[config.mk]
export PLATFORM = sky130hd
export DESIGN_NAME = seven_seg_scanner
export DESIGN_NICKNAME = d
export VERILOG_FILES = /design/src/rtl/seven_seg_scanner.sv
export SDC_FILE = /design/constraint.sdc
export NUM_CORES = 1
export LEC_CHECK = 0
export CAP_MARGIN = 20
export CORE_UTILIZATION = 60
export CTS_BUF_LIST = sky130_fd_sc_hd__clkbuf_2
export CTS_CLUSTER_SIZE = 16
export DETAILED_ROUTE_END_ITERATION = 16
export GPL_ROUTABILITY_DRIVEN = 0
export PLACE_DENSITY = 0.92
export SLEW_MARGIN = 20
export SYNTH_ARGS = -nofsm -noshare
export SYNTH_HDL_FRONTEND = slang
export SYNTH_SLANG_ARGS = --single-unit
[constraint.sdc]
create_clock -name clk -period 5.8 [get_ports clk]
set_input_delay 1.74 -clock clk [delete_from_list [all_inputs] [get_ports clk]]
set_output_delay 1.74 -clock clk [all_outputs]
set_load 0.005 [all_outputs]
[src/rtl/seven_seg_scanner.sv]
// Multiplexed seven-segment digit scanner with a frame-synchronous display
// register and a one-deep pending slot so updates never tear mid-frame.
module seven_seg_scanner #(
    parameter int NUM_DIGITS = 4,
    parameter int PRESCALE   = 50000
) (
    input  logic                      clk,
    input  logic                      rst_n,
    input  logic                      in_valid,
    output logic                      in_ready,
    input  logic [4*NUM_DIGITS-1:0]   in_value,
    input  logic [NUM_DIGITS-1:0]     in_dp,
    input  logic                      in_blank_lz,
    output logic [3:0]                digit_num,
    output logic                      digit_blank,
    output logic [NUM_DIGITS-1:0]     anode_n,
    output logic                      dp_n,
    output logic                      frame_done
);

    localparam int CNT_W = $clog2(PRESCALE);
    localparam int IDX_W = (NUM_DIGITS > 1) ? $clog2(NUM_DIGITS) : 1;
    localparam int DW    = 4 * NUM_DIGITS;
    localparam logic [CNT_W-1:0] CNT_LAST = CNT_W'(PRESCALE - 1);
    localparam logic [IDX_W-1:0] IDX_LAST = IDX_W'(NUM_DIGITS - 1);

    logic [CNT_W-1:0]      cnt_q, cnt_d;
    logic [IDX_W-1:0]      idx_q, idx_d;
    logic                  active_q, active_d;
    logic [DW-1:0]         disp_val_q, disp_val_d;
    logic [NUM_DIGITS-1:0] disp_dp_q, disp_dp_d;
    logic                  disp_lz_q, disp_lz_d;
    logic [DW-1:0]         pend_val_q, pend_val_d;
    logic [NUM_DIGITS-1:0] pend_dp_q, pend_dp_d;
    logic                  pend_lz_q, pend_lz_d;
    logic                  pend_full_q, pend_full_d;
    logic                  in_ready_q, in_ready_d;
    logic [NUM_DIGITS-1:0] anode_n_q, anode_n_d;
    logic [3:0]            digit_num_q, digit_num_d;
    logic                  digit_blank_q, digit_blank_d;
    logic                  dp_n_q, dp_n_d;
    logic                  frame_done_q, frame_done_d;

    logic                  tick, boundary, accept;
    logic                  upper_nonzero;
    logic [3:0]            sel_num;
    logic                  sel_dp, sel_blank;

    always_comb begin
        tick     = (cnt_q == CNT_LAST);
        boundary = tick && (idx_q == IDX_LAST);
        accept   = in_valid && in_ready_q;

        cnt_d    = tick ? '0 : cnt_q + 1'b1;
        idx_d    = idx_q;
        if (tick) begin
            idx_d = (idx_q == IDX_LAST) ? '0 : idx_q + 1'b1;
        end
        active_d = active_q || tick;

        disp_val_d  = disp_val_q;
        disp_dp_d   = disp_dp_q;
        disp_lz_d   = disp_lz_q;
        pend_val_d  = pend_val_q;
        pend_dp_d   = pend_dp_q;
        pend_lz_d   = pend_lz_q;
        pend_full_d = pend_full_q;

        // The display register only ever changes on a frame boundary.
        if (boundary && pend_full_q) begin
            disp_val_d  = pend_val_q;
            disp_dp_d   = pend_dp_q;
            disp_lz_d   = pend_lz_q;
            pend_full_d = 1'b0;
        end else if (boundary && accept) begin
            disp_val_d = in_value;
            disp_dp_d  = in_dp;
            disp_lz_d  = in_blank_lz;
        end else if (accept) begin
            pend_val_d  = in_value;
            pend_dp_d   = in_dp;
            pend_lz_d   = in_blank_lz;
            pend_full_d = 1'b1;
        end

        in_ready_d   = !pend_full_d;
        frame_done_d = boundary;

        // Scan from the top digit down so each digit knows whether anything above it is nonzero.
        upper_nonzero = 1'b0;
        sel_num       = '0;
        sel_dp        = 1'b0;
        sel_blank     = 1'b0;
        for (int i = NUM_DIGITS - 1; i >= 0; i--) begin
            upper_nonzero = upper_nonzero | (disp_val_d[4*i +: 4] != 4'h0);
            if (IDX_W'(i) == idx_d) begin
                sel_num   = disp_val_d[4*i +: 4];
                sel_dp    = disp_dp_d[i];
                sel_blank = disp_lz_d && (i != 0) && !upper_nonzero;
            end
        end

        if (active_d) begin
            anode_n_d     = ~(NUM_DIGITS'(1) << idx_d);
            digit_num_d   = sel_num;
            digit_blank_d = sel_blank;
            dp_n_d        = sel_blank | ~sel_dp;
        end else begin
            anode_n_d     = '1;
            digit_num_d   = '0;
            digit_blank_d = 1'b1;
            dp_n_d        = 1'b1;
        end
    end

    always_ff @(posedge clk) begin
        if (!rst_n) begin
            cnt_q         <= '0;
            idx_q         <= IDX_LAST;
            active_q      <= 1'b0;
            disp_val_q    <= '0;
            disp_dp_q     <= '0;
            disp_lz_q     <= 1'b0;
            pend_val_q    <= '0;
            pend_dp_q     <= '0;
            pend_lz_q     <= 1'b0;
            pend_full_q   <= 1'b0;
            in_ready_q    <= 1'b1;
            anode_n_q     <= '1;
            digit_num_q   <= '0;
            digit_blank_q <= 1'b1;
            dp_n_q        <= 1'b1;
            frame_done_q  <= 1'b0;
        end else begin
            cnt_q         <= cnt_d;
            idx_q         <= idx_d;
            active_q      <= active_d;
            disp_val_q    <= disp_val_d;
            disp_dp_q     <= disp_dp_d;
            disp_lz_q     <= disp_lz_d;
            pend_val_q    <= pend_val_d;
            pend_dp_q     <= pend_dp_d;
            pend_lz_q     <= pend_lz_d;
            pend_full_q   <= pend_full_d;
            in_ready_q    <= in_ready_d;
            anode_n_q     <= anode_n_d;
            digit_num_q   <= digit_num_d;
            digit_blank_q <= digit_blank_d;
            dp_n_q        <= dp_n_d;
            frame_done_q  <= frame_done_d;
        end
    end

    assign in_ready    = in_ready_q;
    assign anode_n     = anode_n_q;
    assign digit_num   = digit_num_q;
    assign digit_blank = digit_blank_q;
    assign dp_n        = dp_n_q;
    assign frame_done  = frame_done_q;

endmodule
==> results.py <==
metrics = {
    "clock_tree": {
        "clkLatencyLatePin_ps": 510,
        "root_buffer": "clkbuf_2",
        "cts_buffer_depth": 2,
        "cts_hold_repair.buffers": 0,
        "post_cts_resize_count": 0,
        "tritoncts": "built",
        "clock-sinks": 74,
        "reg_clk_slew_reported_paths_ps": 180,
        "cts-buffers-inserted": 9,
        "post_cts_buffers": 0,
        "h-tree-depth": 3,
    },
    "critical_path": {
        "cpPeakStageDelay_ps": 590,
        "worstSetupStartpointType": "input port",
        "worst-endpoint-required_ps": 6230,
        "path_delay_family": "simple AND/OR/NAND/NOR gates",
        "critical_path_at_ps": 3990,
        "cell_breakdown_of_the_critical_path": "clkdlybuf4s50_1 -> and2_1 -> nand3_1 -> mux2i_1 -> a21oi_1 -> a21oi_1 -> a211oi_1",
        "top_cell_by_count_worst_path": "a21oi_1",
        "crit_path_top_delay_cell": "and2_1",
        "critical_path_fanouts_max": 19,
        "timing.setup.critical_path_class": "in2reg",
        "cp_num_buf_inv": 1,
        "type_of_element_capturing_the_critical_path": "register",
    },
    "layout": {
        "num-fill-cells": 391,
        "layout.nets": 444,
        "syn2layout_area_growth_pct": 13.44,
        "layout.cells.non_filler": 493,
        "utilization_pct": 72.21,
        "layout-drive-gt1-share_pct": 6.147,
        "antenna-diode-count": 0,
    },
    "logic_synthesis": {
        "yosysTopAreaCellShare_pct": 44.71,
        "net_count_after_synthesis": 420,
        "yosys-top-cells-area": "dfxtp_1 (45%), nand2_1 (7.1%), a21oi_1 (6.6%)",
        "synthesis.area_per_instance_um2": 8.409,
        "yosysWarnings": 0,
        "synth.yosys.seq_area_share_pct": 44.71,
        "synth_top_cell_by_area": "dfxtp_1",
        "asyncSetResetFlopFracSynth_pct": 0,
        "netlist-cell-type-count": 39,
        "synth_ff_type": "dfxtp_1",
        "syn_inst": 394,
        "synth_enable_flop_cells": 0,
        "ys_seq_elements": 74,
        "combined_area_of_all_synthesized_cells_um2": 3313,
    },
    "placed_design": {
        "dp_hpwl_mm": 5.009,
        "dp_cells": 477,
        "port-buffer-count": 35,
    },
    "sta": {
        "fin_tns_setup_ps": 0,
        "timing.final.crit_period_ps": 3558,
        "post-route-period-util_pct": 61.35,
        "setup_repair_after_global_routing_missed_its_margin": "false",
        "worst_slew_pin_slew_ps": 743.1,
        "maxSlewHeadroom_pct": 50.34,
        "slew_viol_final": 0,
        "final_hold_viol_count": 0,
        "setup_violations": 0,
        "fmaxAchievable_mhz": 281.0,
        "fin_worst_skew_ps": 20.48,
    },
    "route": {
        "detailedRoute.firstPassIterationCount": 7,
        "vias": 3002,
        "detail-route-antenna-nets": 0,
        "detail_route.wirelength_mm": 7.533,
        "vias_per_cell": 6.089,
        "initialDrtViolationCount": 271,
        "post_route_drc": 0,
        "wl_per_cell_um": 15.28,
    },
    "grt": {
        "grt_pass1_wl_mm": 12.41,
        "grt_start_max_net_pins": 39,
        "first_global_vias": 2775,
        "grt_antenna_before_repair": 0,
        "overall_routing_resource_usage_pct": 26.55,
        "grt_overflow_total": 0,
    },
    "power_and_ir_drop": {
        "power.density_nw_per_um2": 231.7,
        "ir_drop_uv": 143.5,
        "power_leakage_nw": 1.504,
    },
    "worst_hold_path": {
        "worst_hold_path_type": "reg2reg",
    },
    "die": {
        "rows": 26,
        "die_area_um2": 5823,
        "pin_count": 36,
        "die-width_um": 76.31,
        "starting_density_of_the_core_pct": 63.65,
        "die_y_um": 76.31,
        "placeableCoreArea_um2": 5205,
    },
    "run": {
        "timing.max_cap.violations": 0,
    },
    "run_status": {
        "run_status": "complete, no violations",
    },
}
[sequential cells by signal, summed over array words and instances, names as in the netlist]
| signal | flops |
|---|---|
| idx_q | 2 |
| digit_blank | 1 |
| digit_num | 4 |
| active_q | 1 |
| frame_done | 1 |
| disp_dp_q | 4 |
| cnt_q | 16 |
| pend_lz_q | 1 |
| pend_val_q | 16 |
| dp_n | 1 |
| disp_lz_q | 1 |
| pend_full_q | 1 |
| in_ready | 1 |
| pend_dp_q | 4 |
| anode_n | 4 |
| disp_val_q | 16 |
[final timing paths]
kind / cells past startpoint / startpoint / end / slack (ps)
setup / recovery: 7 / in_valid / digit_num[0]$_SDFF_PN0_ / 2240
hold / removal: 1 / cnt_q[0]$_SDFF_PP0_ / cnt_q[0]$_SDFF_PP0_ / 470
setup reg to reg: 7 / cnt_q[14]$_SDFF_PP0_ / dp_n$_SDFF_PN1_ / 2640
hold reg to reg: 1 / cnt_q[0]$_SDFF_PP0_ / cnt_q[0]$_SDFF_PP0_ / 470
[routing by layer]
metal	global-route usage (%)	share of wire (%)	wire [µm]
met5	0	0	0
met4	12.31	2.1	155
met3	5.150	6.4	481
met2	43.60	47	3563
met1	33.59	44	3333
[cell usage after synthesis (2+ instances only)]
cell type   n
or4_1       3
or3_1       2
mux2i_1    15
clkbuf_1   18
xor2_1      8
o21ai_0    12
a31oi_1    13
inv_1       5
mux2_2      2
and4_1      2
xnor2_1     5
and3_1     27
buf_6       2
nor4_1      3
nand2_1    63
ha_1        2
a21oi_1    44
nand4_1     5
nor2_1     34
buf_2       3
nor4_4      2
nand3_1    15
o21ai_1     2
a311oi_1    4
dfxtp_1    74
nand4bb_1   2
o22ai_1     2
and2_1     12
a211oi_1    3
[per-stage QoR]
step	worst slack [ps]	total power (W)	hold WS [ps]	cell area, µm²
global placement	1911	0.0006019	427.6	3654
CTS	2303	0.0008725	471.0	3759
detailed placement	1790	0.0006041	443.5	3654
global route	2115	0.0009041	500.9	3759
finish	2242	0.0008708	469.4	3759
floorplan	2553	0.0005733	413.2	3313
[worst register-to-register path: cells and delay by family, from the launching register on]
family | cells | cell delay [ps]
simple gates | 3 | 1750
compound gates | 4 | 880
flops | 1 | 420
[power breakdown]
part           switching, W  internal, W
registers        0.00000956     0.000521
clock network      0.000170     0.000106
logic             0.0000379    0.0000269
total              0.000217     0.000653
[cell families after synthesis]
| logic type | synth area share (%) |
|---|---|
| adders and majority gates | 0.7552 |
| AOI/OAI and AO/OA | 14.95 |
| and+or+nand+nor | 26.28 |
| buffers and inverters | 3.965 |
| xor gates and xnor gates | 3.437 |
| DFF | 44.71 |
| muxes | 5.891 |
[final cells by class]
cell class | count | area [µm²] | area share (%)
clock buffers | 13 | 65.06 | 1.731
clock inverters | 3 | 40.04 | 1.065
inverters | 5 | 18.77 | 0.4993
multi-input cells | 291 | 1700 | 45.24
flip-flops and latches | 74 | 1481 | 39.41
well taps | 70 | 87.58 | 2.330
repair buffers | 37 | 365.4 | 9.720
[cell usage in the layout, fill, tap and decap left out, types with 3 or more instances in the layout]
cell,synthesis,layout
a211oi_1,3,3
a21oi_1,44,44
a311oi_1,4,4
a31oi_1,13,13
and2_1,12,12
and3_1,27,27
clkbuf_2,0,13
clkdlybuf4s50_1,0,35
dfxtp_1,74,74
inv_1,5,4
mux2i_1,15,15
nand2_1,63,63
nand3_1,15,15
nand4_1,5,5
nor2_1,34,34
nor4_1,3,3
o21ai_0,12,12
or4_1,3,3
xnor2_1,5,5
xor2_1,8,8
Power figures use the tool's default switching activity.
